==> config.mk <==
export PLATFORM = sky130hd
export DESIGN_NAME = video_timing
export DESIGN_NICKNAME = d
export VERILOG_FILES = /design/src/rtl/video_timing.sv
export SDC_FILE = /design/constraint.sdc
export NUM_CORES = 1
export LEC_CHECK = 0
export ABC_AREA = 1
export CORE_MARGIN = 8
export CORE_UTILIZATION = 44
export DETAILED_ROUTE_END_ITERATION = 8
export HOLD_SLACK_MARGIN = 0.05
export PLACE_DENSITY_LB_ADDON = 0.3
export SLEW_MARGIN = 40
export SYNTH_ARGS = -nofsm -noshare
export SYNTH_HDL_FRONTEND = slang
export SYNTH_SLANG_ARGS = --single-unit
==> constraint.sdc <==
create_clock -name clk_pixel -period 1.5 [get_ports clk_pixel]
set_input_delay 0.3 -clock clk_pixel [delete_from_list [all_inputs] [get_ports clk_pixel]]
set_output_delay 0.3 -clock clk_pixel [all_outputs]
set_load 0.01 [all_outputs]
==> src/rtl/video_timing.sv <==
// rtl/video_timing.sv - raster counters with delay-matched hsync/vsync/de/rgb for a DVI encoder
// Optional colour-bar generator enabled by VIDEO_TIMING_PATTERN_EN.
module video_timing #(
    parameter int H_ACTIVE   = 640,
    parameter int H_FP       = 16,
    parameter int H_SYNC     = 96,
    parameter int H_BP       = 48,
    parameter int V_ACTIVE   = 480,
    parameter int V_FP       = 10,
    parameter int V_SYNC     = 2,
    parameter int V_BP       = 33,
    parameter bit HSYNC_POL  = 1'b0,
    parameter bit VSYNC_POL  = 1'b0,
    parameter int PIPE_DELAY = 2
) (
    input  logic        clk_pixel,
    input  logic        reset,
    input  logic [23:0] rgb_in,
`ifdef VIDEO_TIMING_PATTERN_EN
    input  logic        pattern,
`endif
    output logic [10:0] cx,
    output logic [10:0] cy,
    output logic        line_start,
    output logic        frame_start,
    output logic        hsync,
    output logic        vsync,
    output logic        de,
    output logic [23:0] rgb
);

    localparam int H_TOTAL = H_ACTIVE + H_FP + H_SYNC + H_BP;
    localparam int V_TOTAL = V_ACTIVE + V_FP + V_SYNC + V_BP;

    logic [10:0] cx_q, cx_d;
    logic [10:0] cy_q, cy_d;
    logic        hs0, vs0, de0;
    logic        de_tap;
    logic [23:0] pix;
    logic [23:0] rgb_q;

    // Each stage holds {hs, vs, de} as active-high flags; polarity is applied at the pins.
    logic [2:0]  pipe_q [0:PIPE_DELAY];

    always_comb begin
        cx_d = cx_q + 11'd1;
        cy_d = cy_q;
        if (cx_q == 11'(H_TOTAL - 1)) begin
            cx_d = '0;
            cy_d = (cy_q == 11'(V_TOTAL - 1)) ? 11'd0 : cy_q + 11'd1;
        end
    end

    always_ff @(posedge clk_pixel) begin
        if (reset) begin
            cx_q <= '0;
            cy_q <= '0;
        end else begin
            cx_q <= cx_d;
            cy_q <= cy_d;
        end
    end

    assign de0 = (cx_q < 11'(H_ACTIVE)) && (cy_q < 11'(V_ACTIVE));
    assign hs0 = (cx_q >= 11'(H_ACTIVE + H_FP)) && (cx_q < 11'(H_ACTIVE + H_FP + H_SYNC));
    assign vs0 = (cy_q >= 11'(V_ACTIVE + V_FP)) && (cy_q < 11'(V_ACTIVE + V_FP + V_SYNC));

    always_ff @(posedge clk_pixel) begin
        if (reset) begin
            for (int i = 0; i <= PIPE_DELAY; i++) begin
                pipe_q[i] <= '0;
            end
        end else begin
            pipe_q[0] <= {hs0, vs0, de0};
            for (int i = 1; i <= PIPE_DELAY; i++) begin
                pipe_q[i] <= pipe_q[i-1];
            end
        end
    end

    // de as seen by the cycle in which rgb_in for the same coordinate arrives.
    generate
        if (PIPE_DELAY == 0) begin : g_tap_raw
            assign de_tap = de0;
        end else begin : g_tap_pipe
            assign de_tap = pipe_q[PIPE_DELAY-1][0];
        end
    endgenerate

`ifdef VIDEO_TIMING_PATTERN_EN
    logic [10:0] cx_tap;
    logic [10:0] bar_idx;
    logic [23:0] bar_rgb;

    generate
        if (PIPE_DELAY == 0) begin : g_cx_raw
            assign cx_tap = cx_q;
        end else begin : g_cx_pipe
            logic [10:0] cxd_q [0:PIPE_DELAY-1];
            always_ff @(posedge clk_pixel) begin
                if (reset) begin
                    for (int i = 0; i < PIPE_DELAY; i++) begin
                        cxd_q[i] <= '0;
                    end
                end else begin
                    cxd_q[0] <= cx_q;
                    for (int i = 1; i < PIPE_DELAY; i++) begin
                        cxd_q[i] <= cxd_q[i-1];
                    end
                end
            end
            assign cx_tap = cxd_q[PIPE_DELAY-1];
        end
    endgenerate

    // Bar width is H_ACTIVE/8, so H_ACTIVE must be at least 8.
    assign bar_idx = cx_tap / 11'(H_ACTIVE / 8);

    always_comb begin
        bar_rgb = 24'h000000;
        case (bar_idx)
            11'd0:   bar_rgb = 24'hFFFFFF;
            11'd1:   bar_rgb = 24'hFFFF00;
            11'd2:   bar_rgb = 24'h00FFFF;
            11'd3:   bar_rgb = 24'h00FF00;
            11'd4:   bar_rgb = 24'hFF00FF;
            11'd5:   bar_rgb = 24'hFF0000;
            11'd6:   bar_rgb = 24'h0000FF;
            default: bar_rgb = 24'h000000;
        endcase
    end

    always_comb begin
        pix = rgb_in;
        if (pattern) begin
            pix = bar_rgb;
        end
    end
`else
    always_comb begin
        pix = rgb_in;
    end
`endif

    always_ff @(posedge clk_pixel) begin
        if (reset) begin
            rgb_q <= '0;
        end else begin
            rgb_q <= de_tap ? pix : 24'h0;
        end
    end

    // Gated by reset so the pulses never appear while the counters are held.
    assign line_start  = !reset && (cx_q == 11'd0);
    assign frame_start = line_start && (cy_q == 11'd0);

    assign cx    = cx_q;
    assign cy    = cy_q;
    assign hsync = pipe_q[PIPE_DELAY][2] ? HSYNC_POL : !HSYNC_POL;
    assign vsync = pipe_q[PIPE_DELAY][1] ? VSYNC_POL : !VSYNC_POL;
    assign de    = pipe_q[PIPE_DELAY][0];
    assign rgb   = rgb_q;

endmodule

---- After elaboration in Yosys (flattened, before gate mapping) ----
Memory sizes are Yosys's and may differ from the RTL's.
Cells that the tools add are included.
storage, ports and cells
  memories ................................ 1
  bits in writable memories ............... 9
  register bits ........................... 46
  word-level logic and storage cells ...... 37
cells by class
  order comparisons ....................... 6
  muxes and demuxes ....................... 9
  equality and inequality tests ........... 2
  bitwise operators ....................... 4
  reductions and logical operators ........ 10
  $add $sub $neg .......................... 2
memory list
  memory  depth  width  rd ports  clocked after Yosys merged registers in  wr ports  line  RTL
  pipe_q  3      3      3         0                                        3         43    logic [2:0] pipe_q [0:PIPE_DELAY];
operators with widths
  kind                                                                                    count
  11-bit by 1-bit adder with 11-bit output (second input constant)                        2
  11-bit by 10-bit equality test with 1-bit output (second input constant)                2
  11-bit logical NOT                                                                      2
  11-bit by 10-bit < comparator with 1-bit output (second input constant)                 2
  11-bit by 9-bit < comparator with 1-bit output (second input constant)                  2
  11-bit by 10-bit greater-or-equal comparator with 1-bit output (second input constant)  1
  11-bit by 9-bit greater-or-equal comparator with 1-bit output (second input constant)   1
  11-bit 2-to-1 mux                                                                       1
  3-bit 2-to-1 mux                                                                        3
  1-bit logical AND                                                                       5
  1-bit 2-to-1 mux                                                                        5
  2-bit OR reduction                                                                      2
  1-bit OR                                                                                3
  1-bit logical NOT                                                                       1
  1-bit inverter                                                                          1

---- Depth between registers and ports, before layout ----
Gate-level depths: netlist of the first run.
  depth in word-level cells ............... 3
  gate-level depth with buffers ........... 9
  depth with buffers taken out ............ 9

---- Worst setup path before layout of the first run ----
Ideal clock, no wire load.
  path type ............................... register to output
  start ................................... reg cx_q[4], in the netlist cx[4]
  end ..................................... out frame_start
  path slack .............................. 0.026 ns
  data arrival time ....................... 1.174 ns
  stages on the path, launching flop included .. 8
  path through ............................ dfxtp_1 -> buf_4 -> inv_2 -> nand2_1 -> nor2_1 -> nand4_1 -> nor2_1 -> and3_1
on the way
  word-level cells in the longest chain between the ends .. 3
ends and longest elaborated chain
  what                    line  RTL
  start, declared         35    logic [10:0] cx_q, cx_d;
  start signal, assigned  56    cx_q <= '0;
  start signal, assigned  59    cx_q <= cx_d;
  11-bit logical NOT      154   assign line_start = !reset && (cx_q == 11'd0);
  1-bit logical AND       154
  net line_start          24    output logic line_start,
  1-bit logical AND       155   assign frame_start = line_start && (cy_q == 11'd0);
  end, declared           25    output logic frame_start,
The timed path passes the listed nets, and every way through them passes these cells.

---- Final worst setup path of the first run ----
  start ................................... reg cx_q[4], in the netlist cx[4]
  end ..................................... out frame_start
on the way
  word-level cells in the longest chain between the ends .. 3
ends and longest elaborated chain
  what                line
  11-bit logical NOT  154
  1-bit logical AND   154
  1-bit logical AND   155
Every way passes these cells.

==> key figures, run 1 <==
Min path
  • Worst min-delay path class: reg -> reg

GRT
  • Top Usage Layer GRT: met2
  • Met1 Use GR: 17.0%
  • Gr ovfl total: 0
  • Met3 GRT Util: 3.72%
  • Met2 Use GR: 27.7%
  • Initial antenna violation count: 0
  • Vias in the first global route: 1970
  • First-pass GRT wire length: 9040 µm
  • Total GRT Usage: 15.4%
  • Largest net degree at the start of global routing: 26

Die
  • Core area: 0.00472 mm²
  • Chip height: 86.2 µm
  • Row cnt: 25
  • Chip Width: 86.2 µm
  • I/O pin cnt: 77
  • Die area: 0.00742 mm²
  • Starting Density: 45.9%

Logic synthesis
  • EDFF count, synth: 0
  • Synthesized flop and latch total: 55
  • Post-Syn Nets: 320
  • Yosys cell types: 25
  • Post-synthesis cell count: 290
  • Asr flop ratio synth: 0%
  • Seq/Total Area, Yosys: 50.8%
  • Syn_area_per_cell: 7.47 µm²
  • Top-area cell type share of the netlist area: 50.8%
  • Cell accounting for the most synthesized area: dfxtp_1
  • Post-synthesis cell area: 0.00217 mm²
  • YS warnings: 0
  • Most common flop cell mapped by yosys: dfxtp_1
  • Synth top cells by count: nor2_1 (62), dfxtp_1 (55), inv_1 (53), nand2_1 (46), nand3_1 (18)
  • Most instantiated library cell after synthesis: nor2_1
  • Synth top area cells: dfxtp_1 (51%), nor2_1 (11%), inv_1 (9.2%)

Placement
  • RD Place Congestion: 0.869
  • DP Wirelength: 4410 µm
  • I/O Buffers: 76
  • Placed instance area: 0.00330 mm²

Worst setup path
  • Worst EP arrival: 1360 ps
  • CP required: 1200 ps
  • CP max-delay cell: dfxtp_2
  • Largest fanout on the critical path: 2
  • Crit-path leading delay family: simple AND/OR/NAND/NOR gates
  • Worst Setup Start Kind: flop
  • Slowest stage delay, CP: 340 ps
  • WP buf/inv: 2
  • WS Path Type: reg -> out
  • Critical Path Sink Type: primary output
  • CP cell instances: inv_2 -> nand2_2 -> nor2_1 -> nand4_1 -> nor2_2 -> and3_1 -> buf_2

Flow run
  • Max_cap viols: 0

Power
  • Worst-case vdd ir drop: 0.528 mV
  • Design Power: 2.59 mW
  • Pwr per Cell Area: 728 mW/mm²
  • Leak: 1.92 nW

Final layout
  • Layout area overhead: 64.3%
  • Fillers: 377
  • Antenna diodes: 0
  • Share of cells above drive strength 1: 21.4%
  • Design area: 0.00356 mm²
  • Final-stage net count: 444

Timing
  • RSZ-0062 raised after global routing: yes
  • Clock Skew: 7.02 ps
  • Fin. Hold Viols: 0
  • Slew Limit Headroom: 76.0%
  • Hold WS: 408 ps
  • Fin crit share: 110%
  • Minimum clock period: 1660 ps
  • Final WS setup: -157 ps
  • # setup viols final: 3
  • Max Freq: 0.604 GHz
  • TNS Setup: -273 ps
  • Fin. max-slew vios: 0
  • Tightest Pin Transition: 358 ps

Route
  • Iter 0 DRT Violations: 179
  • Remaining routing DRC violations: 0
  • Final wirelength: 6440 µm
  • Antenna Nets Post-Route: 0
  • DR WL/cell: 13.4 µm
  • Drt via density: 4.76
  • Via count: 2293
  • TritonRoute pass-1 iters: 5

CTS
  • Worst-skew pair later-pin latency: 310 ps
  • Reg clk slew, reported paths: 100 ps
  • Root Buffer: clkbuf_8
  • Sink Count: 55
  • CTS tree: yes
  • Max clock buf depth: 2
  • Cts bufs inserted: 5
  • Htree depth: 2
  • Hold Buf Count CTS: 0

Status
  • Failing checks: setup timing
  • Outcome: finished, violations left
worst register-to-register path: cells and delay by family (launching register included):
family	cells	cell delay (ps)
xor gates and xnor gates	1	170
DFF	1	340
adders and majority gates	1	140
and+or+nand+nor	4	480
buffers and inverters	2	290
cell usage in the layout (no fill, tap or decap), types with 10 or more instances in the layout:
| cell | n |
|---|---|
| a21oi_1 | 10 |
| buf_4 | 36 |
| clkdlybuf4s50_1 | 30 |
| dfxtp_1 | 49 |
| dlygate4sd2_1 | 29 |
| dlymetal6s2s_1 | 15 |
| inv_1 | 51 |
| nand2_1 | 43 |
| nand3_1 | 18 |
| nor2_1 | 60 |
power breakdown:
group          switching [mW]  internal (mW)
logic                   0.108          0.148
registers             0.00805           1.49
clock network           0.503          0.336
total                   0.618           1.97
layer usage:
| layer | wire, µm | vias up |
|---|---|---|
| li1 | - | 1122 |
| met1 | 2490 | 1063 |
| met2 | 3440 | 99 |
| met3 | 426 | 9 |
| met4 | 84 | 0 |
| met5 | 0 | - |
flip-flops by register name, summed over array words and instances, names as in the netlist:
register	flops
rgb	24
cx	11
cy	11
pipe_q	9
cell type report:
| cell class | instances | area (µm²) | area share (%) |
|---|---|---|---|
| multi-input combinational | 172 | 896 | 25.2 |
| timing repair inverter | 1 | 5.00 | 0.141 |
| clock buffer | 5 | 68.8 | 1.93 |
| sequential | 55 | 1110 | 31.2 |
| clock inverter | 3 | 22.5 | 0.633 |
| inverter | 59 | 229 | 6.43 |
| timing repair buffer | 120 | 1140 | 32.2 |
| tap | 67 | 83.8 | 2.36 |
per-stage QoR:
stage          util (%)  cells  setup slack [ps]
2_1_floorplan         -    290              26.1
3_3_place_gp       70.0    469              -599
3_5_place_dp       70.0    469              -587
4_1_cts            71.5    478              -196
5_1_grt            75.3    482              -246
6_report           75.3    482              -157
what timing repair did:
action                                  CTS  global route
gates resized for setup                  46            40
buffers inserted                          0             2
pin swaps                                 4             8
endpoints found under the setup margin   35            38
gates cloned                              1             2
kinds of logic after synthesis:
family / Yosys count / synth area share (%)
xor gates and xnor gates: 2 / 0.809
AOI/OAI and AO/OA: 17 / 3.93
adders and majority gates: 4 / 2.31
DFF: 55 / 50.8
and+or+nand+nor: 148 / 30.4
buffers and inverters: 64 / 11.7
worst paths after layout:
kind                              startpoint           end  slack, ps  depth (start not counted)
worst max register to register         cx[0]         cy[0]        -20                          8
worst max-delay path                   cx[4]   frame_start       -160                          7
worst min-delay path            pipe_q[0][2]  pipe_q[0][5]        410                          2
worst min register to register  pipe_q[0][2]  pipe_q[0][5]        410                          2
Power figures use the tool's default switching activity.
==> inputs of run 2 (changes only) <==
--- a/config.mk
+++ b/config.mk
@@ -6,6 +6,7 @@
 export NUM_CORES = 1
 export LEC_CHECK = 0
 export ABC_AREA = 1
+export CAP_MARGIN = 20
 export CORE_MARGIN = 8
 export CORE_UTILIZATION = 44
 export DETAILED_ROUTE_END_ITERATION = 8
==> results of run 2 <==
The final DEF is identical to that of run 1; final timing and power are the same.
==> inputs of run 3 (changes only) <==
--- a/config.mk
+++ b/config.mk
@@ -5,11 +5,11 @@
 export SDC_FILE = /design/constraint.sdc
 export NUM_CORES = 1
 export LEC_CHECK = 0
-export ABC_AREA = 1
 export CAP_MARGIN = 20
-export CORE_MARGIN = 8
+export CORE_MARGIN = 1.5
 export CORE_UTILIZATION = 44
 export DETAILED_ROUTE_END_ITERATION = 8
+export GPL_ROUTABILITY_DRIVEN = 0
 export HOLD_SLACK_MARGIN = 0.05
 export PLACE_DENSITY_LB_ADDON = 0.3
 export SLEW_MARGIN = 40
==> run 3 against run 2 <==
  * The flow still finishes with violations (setup timing)
  * Final cell count is 21% lower
  * Fmax is 19% lower
  * Clock power is 5.4% lower
  * Register-to-register slack worse by 520 ps
  * Die area is 30% lower
  * Hold slack better by 37 ps
  * First-iteration DRC count is 55% lower
  * Synthesized cell count is 27% lower
  * Sequential share of layout area is 1.9 points higher
  * Critical path type unchanged
  * Largest cell class is now flip-flops and latches
==> key figures, run 3 <==
Route
  • Remaining routing DRC violations: 0
  • Antenna Nets Post-Route: 0
  • Iter 0 DRT Violations: 81
  • TritonRoute pass-1 iters: 4
  • Drt via density: 4.92
  • DR WL/cell: 13.7 µm
  • Final wirelength: 5200 µm
  • Via count: 1869

Die
  • I/O pin cnt: 77
  • Chip Width: 72.1 µm
  • Row cnt: 24
  • Chip height: 72.1 µm
  • Die area: 0.00520 mm²
  • Core area: 0.00447 mm²
  • Starting Density: 47.0%

GRT
  • Vias in the first global route: 1829
  • Gr ovfl total: 0
  • Top Usage Layer GRT: met2
  • Met2 Use GR: 37.3%
  • Met1 Use GR: 25.3%
  • Met3 GRT Util: 2.92%
  • Total GRT Usage: 20.6%
  • First-pass GRT wire length: 8440 µm
  • Initial antenna violation count: 0
  • Largest net degree at the start of global routing: 26

CTS
  • CTS tree: yes
  • Htree depth: 2
  • Root Buffer: clkbuf_8
  • Sink Count: 55
  • Reg clk slew, reported paths: 90 ps
  • Hold Buf Count CTS: 0
  • Worst-skew pair later-pin latency: 300 ps
  • Cts bufs inserted: 5
  • Max clock buf depth: 2

Logic synthesis
  • Post-synthesis xor/xnor area fraction: 6.25%
  • Post-synthesis compound-gate area fraction: 2.50%
  • Asr flop ratio synth: 0%
  • Post-synthesis cell area: 0.00210 mm²
  • Largest family of logic cells by synthesized area: simple AND/OR/NAND/NOR gates
  • YS warnings: 0
  • Seq/Total Area, Yosys: 52.4%
  • Most instantiated library cell after synthesis: dfxtp_1
  • Syn_area_per_cell: 9.86 µm²
  • Top-area cell type share of the netlist area: 52.4%
  • Synthesized flop and latch total: 55
  • Most common flop cell mapped by yosys: dfxtp_1
  • Post-synthesis cell count: 213
  • Cell accounting for the most synthesized area: dfxtp_1
  • Synth top cells by count: dfxtp_1 (55), and2_1 (24), nor2_1 (15), nor3_1 (15), xnor2_1 (11)
  • Post-Syn Nets: 243
  • Area share of fa/ha/maj cells after synthesis: 2.38%
  • Multiplexer area fraction after synthesis: 1.43%
  • EDFF count, synth: 0
  • Synth top area cells: dfxtp_1 (52%), and2_1 (7.1%), xnor2_1 (4.6%)
  • Post-synthesis simple-gate area fraction: 30.5%
  • Yosys cell types: 35

Min path
  • Worst min-delay path class: reg -> reg

Worst setup path
  • Worst EP arrival: 1750 ps
  • Largest fanout on the critical path: 2
  • CP cell instances: or3_4 -> nor4_4 -> and3_4 -> and4_1 -> buf_2
  • Critical Path Sink Type: primary output
  • Crit-path leading delay family: simple AND/OR/NAND/NOR gates
  • WP buf/inv: 1
  • CP max-delay cell: or3_4
  • Slowest stage delay, CP: 410 ps
  • WS Path Type: reg -> out
  • Worst Setup Start Kind: flop
  • CP required: 1200 ps

Power
  • Leak: 1.42 nW
  • Design Power: 2.53 mW
  • Worst-case vdd ir drop: 0.463 mV
  • Pwr per Cell Area: 749 mW/mm²

Timing
  • Fin. Hold Viols: 0
  • Minimum clock period: 2050 ps
  • Fin. max-slew vios: 0
  • Clock Skew: 4.29 ps
  • Slew Limit Headroom: 74.7%
  • Max Freq: 0.488 GHz
  • Fin crit share: 137%
  • RSZ-0062 raised after global routing: yes
  • # setup viols final: 21
  • Tightest Pin Transition: 375 ps
  • Hold WS: 445 ps
  • Final WS setup: -551 ps

Final layout
  • Largest register FFs: 24
  • Commonest non-fill, non-tap cell in the layout: clkdlybuf4s50_1
  • Fillers: 334
  • Share of cells above drive strength 1: 24.7%
  • Footprint of the multi-input gates: 978 µm²
  • Most frequent cells in the layout: clkdlybuf4s50_1 (48), dfxtp_1 (43), buf_4 (39)
  • Final core utilization: 75.5%
  • Antenna diodes: 0
  • Final-stage net count: 357
  • Register area: 0.00112 mm²
  • Layout area overhead: 60.9%
  • Cell Count, Final, Fillers Out: 380

Placement
  • Dpl ws: -765 ps
  • I/O Buffers: 76
  • DP Wirelength: 3690 µm
  • DP Cell Count: 368

Status
  • Failing checks: setup timing
  • Outcome: finished, violations left

Flow run
  • Max_cap viols: 0
[run 3: cell types whose count changed in the layout (fill, tap and decap cells not counted), sizes merged, moves of 7 or more]
cell and delta:
inv -49, dlymetal6s2s -12, nor3 +10, clkdlybuf4s50 +18, nand3 -12, and2 +24
nand2 -45, a21oi -10, dlygate4sd2 -8, nor2 -51, nor2b +7, nor4 +10
xnor2 +11
[run 3: final timing paths]
kind | start | to | slack, ps | depth (start not counted)
worst max-delay path | cx[6] | frame_start | -550 | 5
worst min-delay path | pipe_q[0][5] | pipe_q[0][8] | 440 | 1
worst max register to register | cx[6] | cy[10] | -540 | 6
worst min register to register | pipe_q[0][5] | pipe_q[0][8] | 440 | 1
[run 3: where the power goes]
part           internal, mW  total (mW)  switching (mW)  leakage, nW
Sequential             1.49        1.50          0.0108        0.452
Clock                 0.329       0.793           0.463       0.0483
Combinational         0.155       0.240          0.0853        0.922
[run 3: per-stage QoR]
step / instance area [µm²] / TNS, ps
2_1_floorplan: 2140 / -4770
3_3_place_gp: 3210 / -9120
3_5_place_dp: 3210 / -10470
4_1_cts: 3350 / -6590
5_1_grt: 3380 / -7810
6_report: 3380 / -6460
[run 3: routing by layer]
layer  vias up  wire length [µm]  part of all wire [%]
met2        55              2620                    50
met4         0                59                   1.1
met1       861              2320                    45
met3         7               204                   3.9
met5         -                 0                     0
li1        946                 -                     -
[run 3: worst register-to-register path: cells and delay by family, from the launching register on]
family | cells | cell delay, ps
and+or+nand+nor | 3 | 1240
DFF | 1 | 340
buffers and inverters | 2 | 280
AOI/OAI and AO/OA | 1 | 130
[run 3: cells by family after synthesis]
| group | count (synthesis) |
|---|---|
| mux | 3 |
| buf+inv | 22 |
| flops | 55 |
| simple gates | 107 |
| fa+ha+maj | 4 |
| compound gates | 7 |
| xor+xnor | 15 |
[run 3: layout make-up]
| type | count | area share, % |
|---|---|---|
| clock buffer | 5 | 2.04 |
| clock inverter | 3 | 0.555 |
| inverter | 9 | 1.00 |
| multi-input combinational | 136 | 29.0 |
| sequential | 55 | 33.1 |
| tap | 52 | 1.93 |
| timing repair buffer | 120 | 32.4 |
[run 3: timing repair]
action                                 4_1_cts  5_1_grt
endpoints found under the hold margin        0        0
resized for setup                           52        8
pin swaps                                    9        5
cloned                                       0        0
buffers inserted                             3        1
setup endpoints to repair                   44       26
